### src/rtl/imm_decode_pipe.sv
// Immediate decoder feeding an in-order output FIFO.
// Decode is combinational; decoded {imm, has_imm, illegal} entries are queued with one-cycle latency.
module imm_decode_pipe #(
  parameter int unsigned IMM_WIDTH = 32,
  parameter int unsigned SIGN_EXT  = 0,
  parameter int unsigned DEPTH     = 4
) (
  input  logic                   clk,
  input  logic                   rst_n,
  input  logic [31:0]            in_instr,
  input  logic                   in_valid,
  output logic                   in_ready,
  output logic [IMM_WIDTH-1:0]   out_imm,
  output logic                   out_has_imm,
  output logic                   out_illegal,
  output logic                   out_valid,
  input  logic                   out_ready,
  output logic [$clog2(DEPTH):0] count,
  output logic [7:0]             illegal_cnt
);

  localparam int unsigned AW = $clog2(DEPTH);
  localparam int unsigned CW = AW + 1;
  localparam int unsigned EW = IMM_WIDTH + 2;

  logic [3:0]           opcode;
  logic [IMM_WIDTH-1:0] dec_imm;
  logic                 dec_has;
  logic                 dec_illegal;

  assign opcode      = in_instr[31:28];
  assign dec_illegal = (opcode >= 4'd13);

  // Sized casts of signed slices sign-extend; a zero field stays zero in both modes.
  always_comb begin
    dec_imm = '0;
    dec_has = 1'b0;
    unique case (opcode)
      4'd0, 4'd1, 4'd2, 4'd3: begin
        if (in_instr[0]) begin
          dec_has = 1'b1;
          dec_imm = (SIGN_EXT != 0) ? IMM_WIDTH'($signed(in_instr[15:1]))
                                    : IMM_WIDTH'(in_instr[15:1]);
        end
      end
      4'd6: begin
        if (!in_instr[1]) begin
          dec_has = 1'b1;
          dec_imm = (SIGN_EXT != 0) ? IMM_WIDTH'($signed(in_instr[27:2]))
                                    : IMM_WIDTH'(in_instr[27:2]);
        end
      end
      4'd8: begin
        dec_has = 1'b1;
        dec_imm = (SIGN_EXT != 0) ? IMM_WIDTH'($signed(in_instr[21:0]))
                                  : IMM_WIDTH'(in_instr[21:0]);
      end
      default: begin
        dec_imm = '0;
        dec_has = 1'b0;
      end
    endcase
  end

  logic [EW-1:0] mem_q [DEPTH];
  logic [AW-1:0] wptr_q, wptr_d;
  logic [AW-1:0] rptr_q, rptr_d;
  logic [CW-1:0] count_q, count_d;
  logic [7:0]    illegal_cnt_q, illegal_cnt_d;
  logic          rdy_en_q;
  logic          push, pop;
  logic [EW-1:0] head;

  // rdy_en_q holds in_ready low through reset and releases it on the first edge afterwards.
  assign in_ready  = rdy_en_q & (count_q != CW'(DEPTH));
  assign out_valid = (count_q != '0);
  assign push      = in_valid & in_ready;
  assign pop       = out_valid & out_ready;
  assign head      = mem_q[rptr_q];

  assign out_imm     = out_valid ? head[EW-1:2] : '0;
  assign out_has_imm = out_valid & head[1];
  assign out_illegal = out_valid & head[0];
  assign count       = count_q;
  assign illegal_cnt = illegal_cnt_q;

  always_comb begin
    wptr_d        = wptr_q;
    rptr_d        = rptr_q;
    count_d       = count_q;
    illegal_cnt_d = illegal_cnt_q;
    if (push) begin
      wptr_d = wptr_q + 1'b1;
      if (dec_illegal && illegal_cnt_q != 8'hFF) begin
        illegal_cnt_d = illegal_cnt_q + 8'd1;
      end
    end
    if (pop) begin
      rptr_d = rptr_q + 1'b1;
    end
    if (push && !pop) begin
      count_d = count_q + 1'b1;
    end else if (pop && !push) begin
      count_d = count_q - 1'b1;
    end
  end

  always_ff @(posedge clk or negedge rst_n) begin
    if (!rst_n) begin
      wptr_q        <= '0;
      rptr_q        <= '0;
      count_q       <= '0;
      illegal_cnt_q <= '0;
      rdy_en_q      <= 1'b0;
    end else begin
      wptr_q        <= wptr_d;
      rptr_q        <= rptr_d;
      count_q       <= count_d;
      illegal_cnt_q <= illegal_cnt_d;
      rdy_en_q      <= 1'b1;
    end
  end

  // Storage needs no reset: outputs are masked by out_valid.
  always_ff @(posedge clk) begin
    if (push) begin
      mem_q[wptr_q] <= {dec_imm, dec_has, dec_illegal};
    end
  end

endmodule

### config.mk
export PLATFORM = sky130hd
export DESIGN_NAME = imm_decode_pipe
export DESIGN_NICKNAME = d
export VERILOG_FILES = /design/src/rtl/imm_decode_pipe.sv
export SDC_FILE = /design/constraint.sdc
export NUM_CORES = 1
export LEC_CHECK = 0
export ABC_CLOCK_PERIOD_IN_PS = 5300
export CAP_MARGIN = 20
export CORE_ASPECT_RATIO = 0.75
export CORE_MARGIN = 1
export CORE_UTILIZATION = 55
export CTS_BUF_LIST = sky130_fd_sc_hd__clkbuf_2 sky130_fd_sc_hd__clkbuf_4 sky130_fd_sc_hd__clkbuf_8
export DETAILED_ROUTE_END_ITERATION = 6
export PLACE_DENSITY = 0.81
export SYNTH_ARGS = -nofsm -noshare
export SYNTH_HDL_FRONTEND = slang
export SYNTH_SLANG_ARGS = --single-unit
### constraint.sdc
create_clock -name clk -period 5.3 [get_ports clk]
set_clock_uncertainty 0.05 [all_clocks]
set_input_delay 0.53 -clock clk [delete_from_list [all_inputs] [get_ports clk]]
set_output_delay 0.53 -clock clk [all_outputs]
set_load 0.05 [all_outputs]
==> insert_results.sql, run 1 <==
INSERT INTO impl_metrics (metric_group, metric, value, unit) VALUES
('sta', 'tns', '0', 'ns'),
('clocking', 'cts.root.buffer_cell', 'clkbuf_8', ''),
('floorplanning', 'floorplan.die.width', '117', 'um'),
('logic_synthesis', 'syn_avg_cell_area', '17.6', 'um^2'),
('route', 'dr.first_iter.drc_count', '338', ''),
('final_layout', 'layout_stage_area_growth_over_the_synthesis_result', '23.3', '%'),
('logic_synthesis', 'synth_compound_area_share', '4.65', '%'),
('route', 'vias_per_cell', '5.74', ''),
('critical_path', 'critical-path-slowest-cell', 'dfrtp_1', ''),
('sta', 'final-max-slew-violation-count', '0', ''),
('critical_path', 'path_max_fanout', '23', ''),
('global_route', 'wire_length_of_the_first_global_routing_pass', '16700', 'um'),
('logic_synthesis', 'largest_family_of_logic_cells_by_synthesized_area', 'multiplexers', ''),
('route', 'route.final.wire_length', '10800', 'um'),
('job', 'timing.max_cap.violations', '0', ''),
('route', 'drc', '0', ''),
('global_route', 'first_global_vias', '3202', ''),
('logic_synthesis', 'yosysSeqAreaShare', '68.8', '%'),
('worst_hold_path', 'min_path_type', 'flip-flop to flip-flop', ''),
('route', 'wire_per_inst', '20.0', 'um'),
('power', 'power.sequential.fraction', '34.9', '%'),
('logic_synthesis', 'yosys_most_used_dff', 'edfxtp_1', ''),
('power', 'power.leakage', '2.45', 'nW'),
('clocking', 'clkLatencyLatePin', '0.43', 'ns'),
('clocking', 'cts_buffers', '17', ''),
('power', 'vdd.ir_drop.worst', '345', 'uV'),
('critical_path', 'cp-start-kind', 'flip-flop', ''),
('critical_path', 'critical_path.top_delay_family', 'flip-flops', ''),
('route', 'drtPass1Iterations', '7', ''),
('critical_path', 'crit_arrival', '3.02', 'ns'),
('sta', 'unrepaired_setup_endpoints_after_global_routing', 'no', ''),
('global_route', 'use_met3', '6.44', '%'),
('logic_synthesis', 'muxShareOfSynthArea', '11.9', '%'),
('critical_path', 'path_class', 'flip-flop to output pin', ''),
('logic_synthesis', 'synth.cell_area', '5470', 'um^2'),
('floorplanning', 'die-area', '10300', 'um^2'),
('critical_path', 'cp.depth', '4', ''),
('route', 'dr_total_vias', '3080', ''),
('final_layout', 'finalCoreUtilization', '69.8', '%'),
('logic_synthesis', 'number_of_flops_mapped_to_enable_cells_by_yosys', '112', ''),
('logic_synthesis', 'yosysUniqueCellTypes', '35', ''),
('placement', 'numPlacedInstances', '503', ''),
('final_layout', 'diodes', '0', ''),
('logic_synthesis', 'synth_cells', '311', ''),
('power', 'share_comb_of_total_power', '43.5', '%'),
('run_status', 'status', 'completed', ''),
('global_route', 'most_used_layer_global_route', 'met2', ''),
('placement', 'numPortBuffers', '76', ''),
('sta', 'fmax', '278', 'MHz'),
('power', 'power_per_cell_area', '569', 'nW/um^2'),
('clocking', 'post_cts_resize_count', '0', ''),
('placement', 'routabilityCongestion', '0.716', ''),
('clocking', 'cts_buffer_depth', '2', ''),
('clocking', 'clkSlewWorstSetupHoldPaths', '0.07', 'ns'),
('clocking', 'post-cts-setup-buffer-count', '0', ''),
('sta', 'setup_violations_final', '0', ''),
('final_layout', 'final_net_count', '435', ''),
('critical_path', 'critPathMaxStageDelay', '1.06', 'ns'),
('floorplanning', 'design.core.area', '9660', 'um^2'),
('floorplanning', 'num_rows', '31', ''),
('floorplanning', 'floorplan.io_pins', '83', ''),
('sta', 'final_hold_viol_count', '0', ''),
('clocking', 'cts_hold_buf', '0', ''),
('clocking', 'clkSinkCount', '128', ''),
('power', 'share_clk_of_total_power', '21.6', '%'),
('critical_path', 'crit_path_cell_trace', 'buf_4, mux4_2, and2_1, clkdlybuf4s50_1', ''),
('power', 'switching_power', '1.52', 'mW'),
('logic_synthesis', 'synth-warning-count', '0', ''),
('sta', 'final.period_utilization', '67.8', '%'),
('final_layout', 'final_layout_size_suffix_gt1_share', '17.5', '%'),
('route', 'final_antenna_net_count', '0', '');
-- worst paths after layout --
check / from / endpoint / slack (ns)
worst max register to register: count[0] / count[2] / 2.58
worst min register to register: illegal_cnt[4] / illegal_cnt[4] / 0.47
max in group asynchronous: rst_n / rptr_q[0] / 4.18
min in group asynchronous: rst_n / illegal_cnt[1] / 0.49
worst min-delay path: illegal_cnt[4] / illegal_cnt[4] / 0.47
worst max-delay path: rptr_q[1] / out_imm[6] / 1.70
-- sequential cells by signal, indices dropped and copies added, names as in the netlist --
register	flops
wptr_q	2
rdy_en_q	1
mem_q	112
rptr_q	2
count	3
illegal_cnt	8
-- area by class of cell --
| cell class | count | area, um^2 |
|---|---|---|
| Timing Repair Buffer | 79 | 800 |
| Multi-Input combinational cell | 149 | 1560 |
| Clock buffer | 17 | 234 |
| Fill cell | 604 | 2920 |
| Sequential cell | 128 | 3760 |
| Clock inverter | 15 | 159 |
| Tap cell | 132 | 165 |
| Inverter | 17 | 63.8 |
-- per-stage QoR --
stage	total power, mW	hold slack [ns]	area, um^2	worst slack, ns
2_1_floorplan	2.51	0.184	5490	2.69
3_3_place_gp	3.00	0.444	6320	2.14
3_5_place_dp	3.02	0.456	6320	2.12
4_1_cts	3.84	0.469	6710	1.67
5_1_grt	4.01	0.485	6740	1.58
6_report	3.83	0.468	6740	1.70
-- cells in the mapped netlist (all sizes together) (2+ instances only) --
cell type | instances | share of area (%)
edfxtp | 112 | 62
nand3 | 3 | 0.27
and3 | 3 | 0.34
nor3b | 2 | 0.48
a222oi | 14 | 2.6
conb | 2 | 0.14
a21oi | 3 | 0.27
inv | 17 | 1.2
and4 | 2 | 0.32
or3 | 2 | 0.23
buf | 15 | 1.6
clkbuf | 7 | 0.48
nand2 | 4 | 0.32
nand4 | 3 | 0.34
mux2 | 2 | 0.41
nor2b | 2 | 0.23
xnor2 | 9 | 1.4
xor2 | 2 | 0.32
and2 | 38 | 4.3
nor2 | 4 | 0.27
mux4 | 28 | 12
ha | 6 | 1.4
dfrtp | 16 | 7.3
a22o | 8 | 1.3
-- power groups by stage --
stage	logic (mW)	clock network, mW	registers (mW)
finish	1.67	0.827	1.34
global route	1.77	0.882	1.36
CTS	1.62	0.834	1.39
detailed placement	1.61	0	1.41
global placement	1.60	0	1.40
floorplan	1.14	0	1.37
-- logic make-up (layout without fill, tap and decap cells) --
| logic type | Yosys count | in the layout |
|---|---|---|
| AO/OA/AOI/OAI | 29 | 29 |
| XOR/XNOR | 11 | 11 |
| adder cells (fa/ha/maj) | 7 | 7 |
| buffers and inverters | 39 | 128 |
| flip-flops | 128 | 128 |
| multiplexers | 30 | 30 |
| other | 2 | 7 |
| AND/OR/NAND/NOR | 65 | 65 |
-- layout by cell type, fill, tap and decap left out, drive strengths merged, types with 2 or more instances in the layout --
master	Yosys	routed
clkinvlp	0	5
clkbuf	7	17
and4	2	2
nand4	3	3
xnor2	9	9
ha	6	6
a222oi	14	14
nor3b	2	2
mux2	2	2
inv	17	22
nor2b	2	2
a21oi	3	3
and3	3	3
nor2	4	4
buf	15	3
nand3	3	3
xor2	2	2
dfrtp	16	16
edfxtp	112	112
bufinv	0	2
or3	2	2
and2	38	38
a22o	8	8
nand2	4	4
clkdlybuf4s50	0	76
clkinv	0	3
mux4	28	28
conb	2	7
-- layer usage --
| metal | up-vias | share of wire [%] |
|---|---|---|
| li1 | 1380 | - |
| met1 | 1566 | 43 |
| met2 | 126 | 50 |
| met3 | 8 | 6.1 |
| met4 | 0 | 0.66 |
| met5 | - | 0 |
No activity file was read; power rests on OpenSTA's default activity.
==> run 2: changes to the inputs <==
ABC_CLOCK_PERIOD_IN_PS = 3100   (was 5300)
CORE_UTILIZATION = 50   (was 55)
PLACE_DENSITY = 0.78   (was 0.81)
clock period = 3.1 ns   (was 5.3 ns; I/O delays follow)
==> run 2 against run 1 <==
First-iteration DRC count fell by 12%. Clock power rose by 89%. Flip-flop and latch count did not move. Cell area rose by 1.6%. Final cell count rose by 2.4%. Worst setup slack got worse by 1.5 ns. Non-clock buffer count rose by 9. Sequential power rose by 63%. Routed wire length fell by 2.6%. Power rose by 75%.
==> insert_results.sql, run 2 (synthesis results as in run 1) <==
INSERT INTO impl_metrics (metric_group, metric, value, unit) VALUES
('power', 'power.leakage', '2.52', 'nW'),
('power', 'vdd.ir_drop.worst', '800', 'uV'),
('clocking', 'cts_hold_buf', '0', ''),
('global_route', 'grt_max_degree', '32', ''),
('floorplanning', 'design.core.area', '10500', 'um^2'),
('route', 'vias_per_cell', '5.61', ''),
('floorplanning', 'die-area', '11400', 'um^2'),
('power', 'share_clk_of_total_power', '23.2', '%'),
('critical_path', 'path_buf_inv', '2', ''),
('final_layout', 'largest-register', 'mem_q', ''),
('power', 'share_comb_of_total_power', '44.3', '%'),
('sta', 'timing_worst_slew_pin_value', '0.991', 'ns'),
('final_layout', 'largest_register_ffs', '112', ''),
('route', 'top_layer', 'met4', ''),
('route', 'wirelength_met1', '4570', 'um'),
('route', 'route.final.wire_length', '10500', 'um'),
('critical_path', 'critical-path-slowest-cell', 'clkdlybuf4s50_1', ''),
('power', 'netSwitchingFraction', '38.6', '%'),
('final_layout', 'most_frequent_standard_cell_in_the_layout_excluding_fill_and_tap_cells', 'edfxtp_1', ''),
('global_route', 'track_usage', '20.6', '%'),
('critical_path', 'required', '2.74', 'ns'),
('clocking', 'clkLatencyLatePin', '0.42', 'ns'),
('route', 'dr_total_vias', '3085', ''),
('job', 'timing.max_cap.violations', '0', ''),
('route', 'drtPass1Iterations', '5', ''),
('route', 'met3_length', '702', 'um'),
('power', 'switching_power', '2.59', 'mW'),
('final_layout', 'filler_cell_count_in_the_final_layout', '738', ''),
('critical_path', 'path_max_fanout', '30', ''),
('critical_path', 'critPathLaunch', 'rptr_q[0]', ''),
('global_route', 'first_global_vias', '3199', ''),
('sta', 'setup_violations_final', '0', ''),
('final_layout', 'commonest_cells_after_routing_fill_and_taps_aside', '112 x edfxtp_1, 75 x clkdlybuf4s50_1, 38 x and2_1, 28 x mux4_2', ''),
('critical_path', 'critical_path.top_delay_family', 'buffers and inverters', ''),
('placement', 'place_hpwl', '6820', 'um'),
('route', 'wire_per_inst', '19.0', 'um'),
('sta', 'tns', '0', 'ns'),
('final_layout', 'final_layout_size_suffix_gt1_share', '18.6', '%'),
('placement', 'dpl_cell_area', '6410', 'um^2'),
('final_layout', 'final_net_count', '444', ''),
('clocking', 'post_cts_resize_count', '0', ''),
('power', 'power.sequential.fraction', '32.6', '%'),
('clocking', 'clock_tree.htree_level_count', '4', ''),
('clocking', 'tritoncts', 'done', ''),
('route', 'dr.first_iter.drc_count', '296', ''),
('sta', 'final-max-slew-violation-count', '0', ''),
('clocking', 'cts.root.buffer_cell', 'clkbuf_8', ''),
('clocking', 'cts_buffer_depth', '2', ''),
('clocking', 'cts_buffers', '17', ''),
('sta', 'final_hold_viol_count', '0', ''),
('final_layout', 'diodes', '0', ''),
('sta', 'fmax', '351', 'MHz'),
('floorplanning', 'floorplan.initialDensity', '52.3', '%'),
('clocking', 'clkSinkCount', '128', ''),
('floorplanning', 'floorplan.die.width', '123', 'um'),
('route', 'drc', '0', ''),
('clocking', 'post-cts-setup-buffer-count', '0', ''),
('power', 'power_per_cell_area', '981', 'nW/um^2'),
('worst_hold_path', 'min_path_type', 'input port to asynchronous set/reset pin', ''),
('run_status', 'status', 'completed', ''),
('floorplanning', 'num_rows', '32', ''),
('global_route', 'wire_length_of_the_first_global_routing_pass', '16800', 'um'),
('critical_path', 'cp-start-kind', 'flip-flop', ''),
('route', 'total_length_of_routed_met2_wires', '5170', 'um'),
('final_layout', 'layout_stage_area_growth_over_the_synthesis_result', '25.3', '%'),
('power', 'cell_internal_pwr', '4.13', 'mW'),
('critical_path', 'cp-end-kind', 'output pin', ''),
('sta', 'unrepaired_setup_endpoints_after_global_routing', 'no', ''),
('floorplanning', 'floorplan.die.height', '92.6', 'um'),
('sta', 'final_period_minus_worst_setup_slack', '2.85', 'ns'),
('placement', 'routabilityCongestion', '0.735', ''),
('critical_path', 'crit_path_cell_trace', 'buf_12, mux4_2, and2_1, clkdlybuf4s50_1', ''),
('global_route', 'number_of_antenna_violations_at_the_first_check_in_global_routing', '0', ''),
('critical_path', 'path_class', 'flip-flop to output pin', ''),
('clocking', 'clkSlewWorstSetupHoldPaths', '0.08', 'ns'),
('critical_path', 'critPathMaxStageDelay', '0.70', 'ns'),
('critical_path', 'rr_startpoint', 'count[0]', ''),
('route', 'final_antenna_net_count', '0', ''),
('sta', 'slew_headroom', '33.9', '%'),
('final_layout', 'postLayoutCellArea', '6850', 'um^2'),
('floorplanning', 'floorplan.io_pins', '83', ''),
('global_route', 'gr-total-overflow', '0', ''),
('sta', 'final.period_utilization', '91.9', '%'),
('critical_path', 'crit_arrival', '2.49', 'ns'),
('placement', 'numPortBuffers', '76', '');
## run 2: changes by cell type in the layout (fill, tap and decap cells not counted), moves of 2 or more
cell	previous run	this run
buf_4	1	12
and2_1	34	38
and2_2	4	0
bufinv_16	2	4
clkinv_4	1	3
clkinvlp_4	5	3
## run 2: final timing paths
kind / to / slack (ns) / depth (start not counted)
setup / recovery: out_imm[16] / 0.25 / 4
hold reg to reg: count[2] / 0.48 / 1
min in group clk: rptr_q[1] / 0.47 / 3
max in group asynchronous: rptr_q[0] / 2.22 / 1
hold / removal: rdy_en_q / 0.27 / 1
setup reg to reg: count[1] / 0.66 / 6
## run 2: power groups by stage
stage / Combinational, mW / Clock, mW / Sequential (mW)
global route: 3.15 / 1.65 / 2.21
finish: 2.98 / 1.56 / 2.19
detailed placement: 3.00 / 0 / 2.22
global placement: 2.98 / 0 / 2.21
floorplan: 1.95 / 0 / 2.34
CTS: 3.02 / 1.58 / 2.19
## run 2: per-layer routing
layer / global-route usage, % / up-vias
li1: - / 1391
met1: 28.4 / 1582
met2: 32.6 / 110
met3: 6.10 / 2
met4: 4.47 / 0
met5: 0 / -
## run 2: per-stage QoR
| step | std cells | total power [mW] | hold slack, ns | worst slack (ns) | utilization, % |
|---|---|---|---|---|---|
| 3_3_place_gp | 518 | 5.19 | 0.441 | 0.563 | 61.3 |
| 3_5_place_dp | 518 | 5.23 | 0.467 | 0.553 | 61.3 |
| 2_1_floorplan | 316 | 4.29 | -0.0356 | 0.634 | - |
| 4_1_cts | 550 | 6.79 | 0.274 | 0.196 | 65.6 |
| 5_1_grt | 550 | 7.02 | 0.321 | 0.135 | 65.6 |
| 6_report | 550 | 6.72 | 0.274 | 0.251 | 65.6 |
## run 2: cell type report
cell class,count,area (um^2),share of cell area [%]
clock inverter,15,208,3.03
sequential,128,3760,54.9
multi-input combinational,149,1550,22.6
tap,136,170,2.48
inverter,17,63.8,0.931
clock buffer,17,234,3.41
timing repair buffer,88,861,12.6
==> run 3: changes to the inputs <==
CORE_MARGIN = default   (was 1)
==> results of run 3 <==
The final DEF is identical to that of run 2; final timing and power are the same.
